==> src/rtl/rf_wb_arbiter.sv <==
// Round-robin write-back arbiter sharing one register-file write port among NUM_REQ writers.
// Optional read-port bypass of the in-flight write is enabled by defining RF_WB_BYPASS_EN.
module rf_wb_arbiter #(
  parameter int NUM_REQ = 3,
  parameter int ADDR_W  = 5,
  parameter int DATA_W  = 32
) (
  input  logic                      clk,
  input  logic                      rst_n,
  input  logic [NUM_REQ-1:0]        req_valid,
  input  logic [NUM_REQ*ADDR_W-1:0] req_addr,
  input  logic [NUM_REQ*DATA_W-1:0] req_data,
  output logic [NUM_REQ-1:0]        req_ready,
  input  logic                      wb_stall,
`ifdef RF_WB_BYPASS_EN
  input  logic [ADDR_W-1:0]         byp_addr1,
  input  logic [ADDR_W-1:0]         byp_addr2,
  output logic                      byp_hit1,
  output logic                      byp_hit2,
  output logic [DATA_W-1:0]         byp_data1,
  output logic [DATA_W-1:0]         byp_data2,
`endif
  output logic                      wr_en,
  output logic [ADDR_W-1:0]         wr_addr,
  output logic [DATA_W-1:0]         wr_data
);

  localparam int PTR_W = $clog2(NUM_REQ);

  logic [PTR_W-1:0]   rr_ptr_q, rr_ptr_d;
  logic               wr_en_q;
  logic [ADDR_W-1:0]  wr_addr_q;
  logic [DATA_W-1:0]  wr_data_q;

  logic [NUM_REQ-1:0] gnt_vec;
  logic [PTR_W-1:0]   gnt_idx;
  logic               gnt_found;
  logic [ADDR_W-1:0]  win_addr;
  logic [DATA_W-1:0]  win_data;
  logic               xfer;

  // Two passes: first indices at/after the pointer, then the wrapped ones below it.
  always_comb begin
    gnt_vec   = '0;
    gnt_idx   = '0;
    gnt_found = 1'b0;
    win_addr  = '0;
    win_data  = '0;
    for (int i = 0; i < NUM_REQ; i++) begin
      if (!gnt_found && req_valid[i] && (PTR_W'(i) >= rr_ptr_q)) begin
        gnt_found  = 1'b1;
        gnt_idx    = PTR_W'(i);
        gnt_vec[i] = 1'b1;
        win_addr   = req_addr[i*ADDR_W +: ADDR_W];
        win_data   = req_data[i*DATA_W +: DATA_W];
      end
    end
    for (int i = 0; i < NUM_REQ; i++) begin
      if (!gnt_found && req_valid[i]) begin
        gnt_found  = 1'b1;
        gnt_idx    = PTR_W'(i);
        gnt_vec[i] = 1'b1;
        win_addr   = req_addr[i*ADDR_W +: ADDR_W];
        win_data   = req_data[i*DATA_W +: DATA_W];
      end
    end
  end

  assign req_ready = (rst_n && !wb_stall) ? gnt_vec : '0;
  assign xfer      = |req_ready;

  always_comb begin
    rr_ptr_d = rr_ptr_q;
    if (xfer) begin
      rr_ptr_d = (gnt_idx == PTR_W'(NUM_REQ - 1)) ? '0 : gnt_idx + 1'b1;
    end
  end

  // Writes to register 0 still update addr/data but never raise the enable.
  always_ff @(posedge clk) begin
    if (!rst_n) begin
      rr_ptr_q  <= '0;
      wr_en_q   <= 1'b0;
      wr_addr_q <= '0;
      wr_data_q <= '0;
    end else begin
      rr_ptr_q <= rr_ptr_d;
      wr_en_q  <= xfer && (win_addr != '0);
      if (xfer) begin
        wr_addr_q <= win_addr;
        wr_data_q <= win_data;
      end
    end
  end

  assign wr_en   = wr_en_q;
  assign wr_addr = wr_addr_q;
  assign wr_data = wr_data_q;

`ifdef RF_WB_BYPASS_EN
  assign byp_hit1  = wr_en_q && (wr_addr_q == byp_addr1) && (byp_addr1 != '0);
  assign byp_hit2  = wr_en_q && (wr_addr_q == byp_addr2) && (byp_addr2 != '0);
  assign byp_data1 = byp_hit1 ? wr_data_q : '0;
  assign byp_data2 = byp_hit2 ? wr_data_q : '0;
`endif

endmodule

==> config.mk <==
export PLATFORM = sky130hd
export DESIGN_NAME = rf_wb_arbiter
export DESIGN_NICKNAME = d
export VERILOG_FILES = /design/src/rtl/rf_wb_arbiter.sv
export SDC_FILE = /design/constraint.sdc
export NUM_CORES = 1
export LEC_CHECK = 0
export CAP_MARGIN = 5
export CORE_UTILIZATION = 25
export CTS_BUF_LIST = sky130_fd_sc_hd__clkbuf_4 sky130_fd_sc_hd__clkbuf_8 sky130_fd_sc_hd__clkbuf_16
export DETAILED_ROUTE_END_ITERATION = 7
export PLACE_DENSITY = 0.68
export RECOVER_POWER = 100
export SKIP_CTS_REPAIR_TIMING = 1
export SYNTH_ARGS = -nofsm -noshare
export SYNTH_HDL_FRONTEND = slang
export SYNTH_SLANG_ARGS = --single-unit
==> constraint.sdc <==
create_clock -name clk -period 2.6 [get_ports clk]
set_input_delay 0.39 -clock clk [delete_from_list [all_inputs] [get_ports clk]]
set_output_delay 0.39 -clock clk [all_outputs]
set_load 0.02 [all_outputs]
== Yosys cells after proc, flatten, opt, wreduce, memory -nomap -nowiden ==
Index checks and enable logic that the tools add are counted.
Widths: inputs -> output; s select.

* Register bits: 40
* Output and inout port bits: 41
* Bits of input ports: 117
* Word-level logic and storage cells: 56

* Reduce and logical (&&, ||, !) cells: 18
* Order comparisons: 3
* Equality and inequality tests: 1
* Mux-type cells: 29
* $add $sub $neg: 1

{| class="wikitable"
|+ Operator list
! cell !! count
|-
| $mux 32 || 6
|-
| $mux 5 || 6
|-
| $mux 1 || 11
|-
| $logic_and 1x1->1 || 10
|-
| $mux 2 || 5
|-
| $logic_not 1->1 || 6
|-
| $reduce_bool 5->1 || 1
|-
| $ge 1x2->1 const A || 2
|-
| $mux 3 || 1
|-
| $reduce_or 3->1 || 1
|-
| $add 2x1->2 const B || 1
|-
| $eq 2x2->1 const B || 1
|-
| $ge 2x2->1 const A || 1
|}

== Logic depth before layout (Yosys ltp) ==
* Depth in word-level cells: 23
* Mapped depth: 9
* Depth with buffers taken out: 6

== Worst setup path after synthesis ==
Ideal clock, no wire load.

* Path kind: input to output
* From: input port req_valid[2]
* To: output port req_ready[1]
* Setup slack: 708 ps
* Arrival: 1502 ps
* Required time: 2210 ps
* Stages on the path: 6
* Buffers on the path: 3
* Cells stage by stage: buf_4 -> a21oi_1 -> o211a_1 -> buf_2 -> buf_2 -> nor2b_1

* Cells in the longest elaborated chain, start to end: 10

{| class="wikitable"
|+ RTL lines
! element !! RTL line !! RTL
|-
| from (decl) || 10 || <nowiki>input logic [NUM_REQ-1:0] req_valid,</nowiki>
|-
| $logic_and 1x1->1 (*) (2 in series) || 50 || <nowiki>if (!gnt_found && req_valid[i] && (PTR_W'(i) >= rr_ptr_q)) begin</nowiki>
|-
| $mux 1 (*) || 50 ||
|-
| $logic_not 1->1 || 59 || <nowiki>if (!gnt_found && req_valid[i]) begin</nowiki>
|-
| $logic_and 1x1->1 || 59 ||
|-
| $mux 1 (*) || 59 ||
|-
| $logic_not 1->1 (*) || 59 ||
|-
| $logic_and 1x1->1 (*) || 59 ||
|-
| $mux 1 (*) || 59 ||
|-
| $mux 3 (*) || 69 || <nowiki>assign req_ready = (rst_n && !wb_stall) ? gnt_vec : '0;</nowiki>
|-
| to (decl) || 13 || <nowiki>output logic [NUM_REQ-1:0] req_ready,</nowiki>
|}

Mark *: on every way between the ends. The rest lies on a longest branch, timed or not.

== Worst setup path after layout ==
* From: input port req_valid[0]
* To: output port req_ready[2]

* Cells in the longest elaborated chain, start to end: 20
* Elaborated cells on any way between the ends: 21
* Classes of those cells: mux (8); reduce/logical (13)

{| class="wikitable"
|+ RTL lines
! element !! RTL line
|-
| $logic_and 1x1->1 || 50
|-
| $mux 1 || 50
|-
| $logic_not 1->1 || 50
|-
| $logic_and 1x1->1 (2 in series) || 50
|-
| $mux 1 || 50
|-
| $logic_not 1->1 || 50
|-
| $logic_and 1x1->1 (2 in series) || 50
|-
| $mux 1 || 50
|-
| (+2 left out) || n/a
|-
| $mux 1 || 59
|-
| $logic_not 1->1 || 59
|-
| $logic_and 1x1->1 || 59
|-
| $mux 1 || 59
|-
| $logic_not 1->1 || 59
|-
| $logic_and 1x1->1 || 59
|-
| $mux 1 (*) || 59
|-
| $mux 3 (*) || 69
|}

Marks and branches as above.

==> summary.md <==
| Metric | Value |
|---|---|
| Post-route ant nets | 0 |
| Top delay family on crit path | buffers and inverters |
| TritonCTS clock tree | done |
| Core Area | 7770 um^2 |
| Die footprint | 8450 um^2 |
| Gr usage total | 0.167 |
| Max cap viols | 0 |
| DR pass1 iterations | 6 |
| DP Wirelength | 5430 um |
| Slew headroom | 0.327 |
| Async SR Flop Fraction | 0 |
| Syn Area/Cell | 8.82 um^2 |
| Yosys reg bits | 40 |
| Final setup viols | 0 |
| Top cell by count, worst path | clkdlybuf4s50_1 |
| Yosys warnings | 0 |
| Worst path bufs/invs | 2 |
| Area leader, netlist | dfxtp_1 |
| Layout cells sized above 1 | 0.0484 |
| Synth unique cells | 30 |
| Drt initial violations | 164 |
| CP cell instances | clkdlybuf4s50_1 -> a21oi_1 -> o21a_1 -> nor2b_1 -> clkdlybuf4s50_1 |
| Setup TNS | 0 ns |
| Final RePlAce weighted congestion | 0.829 |
| GR peak layer | met2 |
| Crit start category | input port |
| Comb power frac | 0.313 |
| Initial antenna violation count | 0 |
| Max FO, Critical Path | 10 |
| Worst-margin pin slew | 1.01 ns |
| Pin count of the biggest net entering global routing | 37 |
| Crit-path slowest cell | clkdlybuf4s50_1 |
| Clk pwr share | 0.290 |
| Rows | 32 |
| Area delta synth->final | 85.4% |
| Slowest cell delay on critical path | 0.66 ns |
| CTS buffer count | 5 |
| Port Buffer Count | 157 |
| Grt met2 use | 0.289 |
| Seq/Total Area, Yosys | 0.396 |
| DRC viols | 0 |
| Final hold viol count | 0 |
| Crit path capture type | output pin |
| Sink Count | 40 |
| Final Cycle Share | 0.965 |
| Ys flop type | dfxtp_1 |
| Yosys top cell area share | 0.396 |
| Io pins | 158 |
| Dpl cell area | 3630 um^2 |
| Clock Pin Slew Worst Setup and Hold Paths | 0.08 ns |
| H-tree depth | 2 |
| Arrival time worst endpoint | 2.12 ns |
| Diodes inserted | 0 |
| Starting Density | 0.260 |
| Clock Latency Late Sink | 0.29 ns |
| CP Class | input port to output pin |
| Pre-CTS setup slack | 0.0219 ns |
| Sw Ratio | 0.276 |
| Final Max Slew Viols | 0 |
| Top cells by area, synth | dfxtp_1 (40%), a222oi_1 (17%), o21ai_0 (7.7%) |
| PD cells | 461 nW/um^2 |
| DR WL/cell | 15.1 um |
| Number of global-route vias before repair | 2378 |
| Wirelength, routed | 7170 um |
| Leak Pwr | 1.52 nW |
| M3 GR Usage | 0.0539 |
| Highest clock rate | 399 MHz |
| Syn nets | 346 |
| Worst Skew | 0.00513 ns |
| Status | complete, no violations |
| Chip width | 91.9 um |
| Root Driver | clkbuf_8 |
| Crit path time final | 2.51 ns |
| Most common cell in the netlist | dfxtp_1 |
| Remaining Overflow, GRT | 0 |
| Nets | 488 |
| Worst hold path type | flop to flop |
| Total power | 1.73 mW |
| Longest Clk Path Bufs | 2 |
| Sequential power share | 0.398 |
| Worst VDD drop | 0.248 mV |
| Synth Instances | 229 |
| WP data required | 2.21 ns |
| GR Layer Usage met1 | 0.198 |
| Unrepaired setup endpoints after global routing | false |
| Avg Vias per Cell | 5.15 |
| Vias | 2439 |
| Post-route design area | 3750 um^2 |
| Floorplan die height | 91.9 um |
| Post-synth top cells | dfxtp_1 (40), a222oi_1 (35), o21ai_0 (31) |
| EDFF count, synth | 0 |
| Post-synthesis cell area | 2020 um^2 |
| Pint | 1.25 mW |
| First-pass GRT wire length | 11300 um |
| Final worst slack | 0.0921 ns |
| Switching power | 0.478 mW |
## metal layers
metal	wire, um	vias up
met5	0	-
met4	80	0
met3	747	9
met2	3420	138
met1	2930	1095
li1	-	1197
## stage by stage
| stage | utilization | hold slack, ns | instances |
|---|---|---|---|
| floorplan | - | 0.536 | 229 |
| global placement | 0.468 | 0.453 | 466 |
| detailed placement | 0.468 | 0.459 | 466 |
| CTS | 0.482 | 0.471 | 474 |
| global route | 0.482 | 0.496 | 474 |
| finish | 0.482 | 0.463 | 474 |
## power groups by stage
stage               clock network (mW)  logic, mW  registers, mW
finish                           0.501      0.541          0.687
global route                     0.544      0.586          0.694
CTS                              0.520      0.563          0.690
detailed placement                   0      0.563          0.704
global placement                     0      0.557          0.702
floorplan                            0      0.193          0.757
## path summary, 6_finish.rpt
path / endpoint / cells past startpoint / startpoint / slack [ns]
hold / removal: wr_addr[0] / 2 / wr_addr[0] / 0.46
setup / recovery: req_ready[2] / 5 / req_valid[0] / 0.09
hold reg to reg: wr_addr[0] / 2 / wr_addr[0] / 0.46
setup reg to reg: wr_en / 6 / rr_ptr_q[1] / 0.23
## cell families after synthesis
family                 Yosys count  share of synthesized area
buffers and inverters           34                     0.0854
flip-flops                      40                      0.396
AO/OA/AOI/OAI                   93                      0.362
AND/OR/NAND/NOR                 62                      0.156
## sequential cells by signal, indices dropped and copies added (netlist names)
| register | cells |
|---|---|
| wr_data | 32 |
| rr_ptr_q | 2 |
| wr_addr | 5 |
| wr_en | 1 |
## layout by cell type (no fill, tap or decap), drive strengths merged
| cell type | instances |
|---|---|
| o221a | 1 |
| nor2 | 2 |
| a222oi | 35 |
| or4 | 1 |
| nand2 | 15 |
| nand3 | 28 |
| o211a | 10 |
| o22a | 1 |
| o21ai | 32 |
| a221oi | 2 |
| nand3b | 2 |
| nor3 | 1 |
| bufinv | 1 |
| clkdlybuf4s50 | 117 |
| nor2b | 5 |
| a21oi | 6 |
| clkinvlp | 1 |
| o221ai | 1 |
| inv | 4 |
| dlygate4sd3 | 38 |
| nand2b | 5 |
| a22oi | 2 |
| a31oi | 1 |
| and3 | 2 |
| o211ai | 1 |
| clkinv | 1 |
| dfxtp | 40 |
| buf | 7 |
| o21a | 1 |
| clkbuf | 6 |
| or2 | 1 |
| dlymetal6s2s | 2 |
## layout make-up
type	count	area, um^2
multi-input combinational	155	1050
tap	102	128
fill	757	4020
sequential	40	801
timing repair buffer	165	1650
clock buffer	5	68.8
clock inverter	3	42.5
inverter	4	15.0
## worst min-delay path: cells and delay by family, from the launching register on
kind               cells  cell delay (ns)
AOI/OAI and AO/OA      1             0.05
and+or+nand+nor        1             0.06
DFF                    1             0.32
Note: power is estimated with default switching activity, not from simulation.
==> RTL change: new RTL, config.mk and constraints unchanged <==
Add a define of `RF_WB_BYPASS_EN`.
--- a/src/rtl/rf_wb_arbiter.sv
+++ b/src/rtl/rf_wb_arbiter.sv
@@ -2,2 +2,4 @@
 // Optional read-port bypass of the in-flight write is enabled by defining RF_WB_BYPASS_EN.
+`define RF_WB_BYPASS_EN
+
 module rf_wb_arbiter #(
Interface: changed (6 added); port bits go from 158 to 234. No check against the original RTL was run, so the function may have changed too.
==> RTL change against the unedited design <==
Largest cell class unchanged; synthesized cell count grew 53%; synthesized area increased by 38%; sequential power is 4.8% higher; wire length increased by 76%; design area increased by 33%; sequential cell count unchanged; clock skew grew 0.0023 ns; worst setup slack gained 0.0076 ns; combinational power rose by 24%; critical endpoint unchanged; total power is 3.8% higher.
==> RTL change: results (changes against the unedited design) <==
Outcome:
- The flow ran to the end, and the final reports show no timing, DRC or antenna violations.

STA:
- The worst-case hold slack is 0.458 ns (-0.00532 ns).
- The clock tree skew after final layout is 0.00744 ns (+0.00231 ns).
- The shortest clock period the worst path allows after layout came to 2.50 ns (-0.00761 ns).

Synth:
- The share of synthesized registers carrying an async set or reset is 0% (unchanged).
- The flip-flop cell with the highest count after synthesis is dfxtp_1.
- The commonest cells after synthesis are and2_1, dfxtp_1, nand3_1.
- The number of different library cells in the post-synthesis netlist is 41 (+37%).
- In the post-synthesis netlist, the biggest area contributors are dfxtp_1, and2_1, a222oi_1.
- The synthesized net count is 477 (+38%).
- The number of instances in the synthesized netlist is 350 (+53%).
- The part of the Yosys area used for sequential elements is 28.8% (-11 points).

Pwr:
- The highest ir drop seen on vdd came to 0.174 mV (-30%).
- The proportion of power drawn by the clock network was 22.6% (-6.4 points).
- The post-route total power was 1790 uW (+3.8%).
- The static leakage is 0.00192 uW (+27%).

Global route:
- The number of global-route vias before repair is 3409 (+43%).
- The global-route met2 utilization is 38.2% (+9.3 points).
- The met1 track utilization from global routing is 22.9% (+3.1 points).
- The all-layer global routing usage is 19.8% (+3.1 points).
- The met3 routing resource usage after global routing is 2.97% (-2.4 points).
- The first-pass GRT wire length is 17900 um (+58%).

Place:
- The final weighted congestion in routability-driven placement came to 0.834 (+0.55%).
- The placed standard-cell area is 5330 sq um (+47%).
- The half-perimeter wire length after placement is 9590 um (+77%).
- The number of port buffers was 233 (+48%).
- The placed instance count came to 714 (+53%).
- The worst setup slack before clock tree synthesis is -0.177 ns (-0.199 ns).

Setup path:
- The worst reg-to-reg path cell count is 9 (+3).
- The worst flop-to-flop path endpoint is wr_data[11]$_SDFFE_PN0P_.
- The peak fanout along the critical path is 4 (-6).
- The most critical setup path has its startpoint at req_valid[1].
- The slack of the worst reg-to-reg path was 0.39 ns (+0.16 ns).

Layout:
- The final cell count without fillers was 721 (+52%).
- The fraction of layout instances using a drive strength above 1 is 7.23% (+2.4 points).
- The filler cell count is 1156 (+53%).

Routing:
- The sum of met2 wire segment lengths after detailed routing was 6580 um (+93%).
- The number of DRC markers after the initial detailed-route iteration is 240 (+46%).
- The final wirelength is 12600 um (+76%).
- The total routed wire length on the met1 layer is 5020 um (+71%).
- The number of optimization iterations in the first detailed-route pass was 5 (-1).
- The mean number of vias per cell is 5.09 (-1.1%).
- The wire length on met3 is 916 um (+23%).

Clock network:
- The clock insertion delay at the later pin of the skew report is 0.29 ns (about the same).

Hold path:
- The sink of the worst hold path is rr_ptr_q[0]$_SDFFE_PN0P_.
RTL change: cell types whose count changed after synthesis, moves of 9 or more:
| cell | before | now |
|---|---|---|
| a21oi_1 | 6 | 15 |
| o21ai_0 | 31 | 10 |
| o21ai_1 | 1 | 26 |
| nand3_1 | 28 | 38 |
| and2_1 | 0 | 64 |
RTL change: final cells by class:
| type | instances | area [sq um] | area share [%] |
|---|---|---|---|
| repair buffers | 256 | 2100 | 42.1 |
| inverters | 4 | 15.0 | 0.302 |
| well taps | 140 | 175 | 3.52 |
| clock buffers | 6 | 76.3 | 1.53 |
| clock inverters | 1 | 5.00 | 0.101 |
| multi-input cells | 274 | 1810 | 36.4 |
| flip-flops and latches | 40 | 801 | 16.1 |
RTL change: logic make-up after synthesis:
logic type	after synthesis	synth area share [%]
and+or+nand+nor	154	31.8
AOI/OAI and AO/OA	112	30.5
DFF	40	28.8
buffers and inverters	36	6.34
xor gates and xnor gates	8	2.52
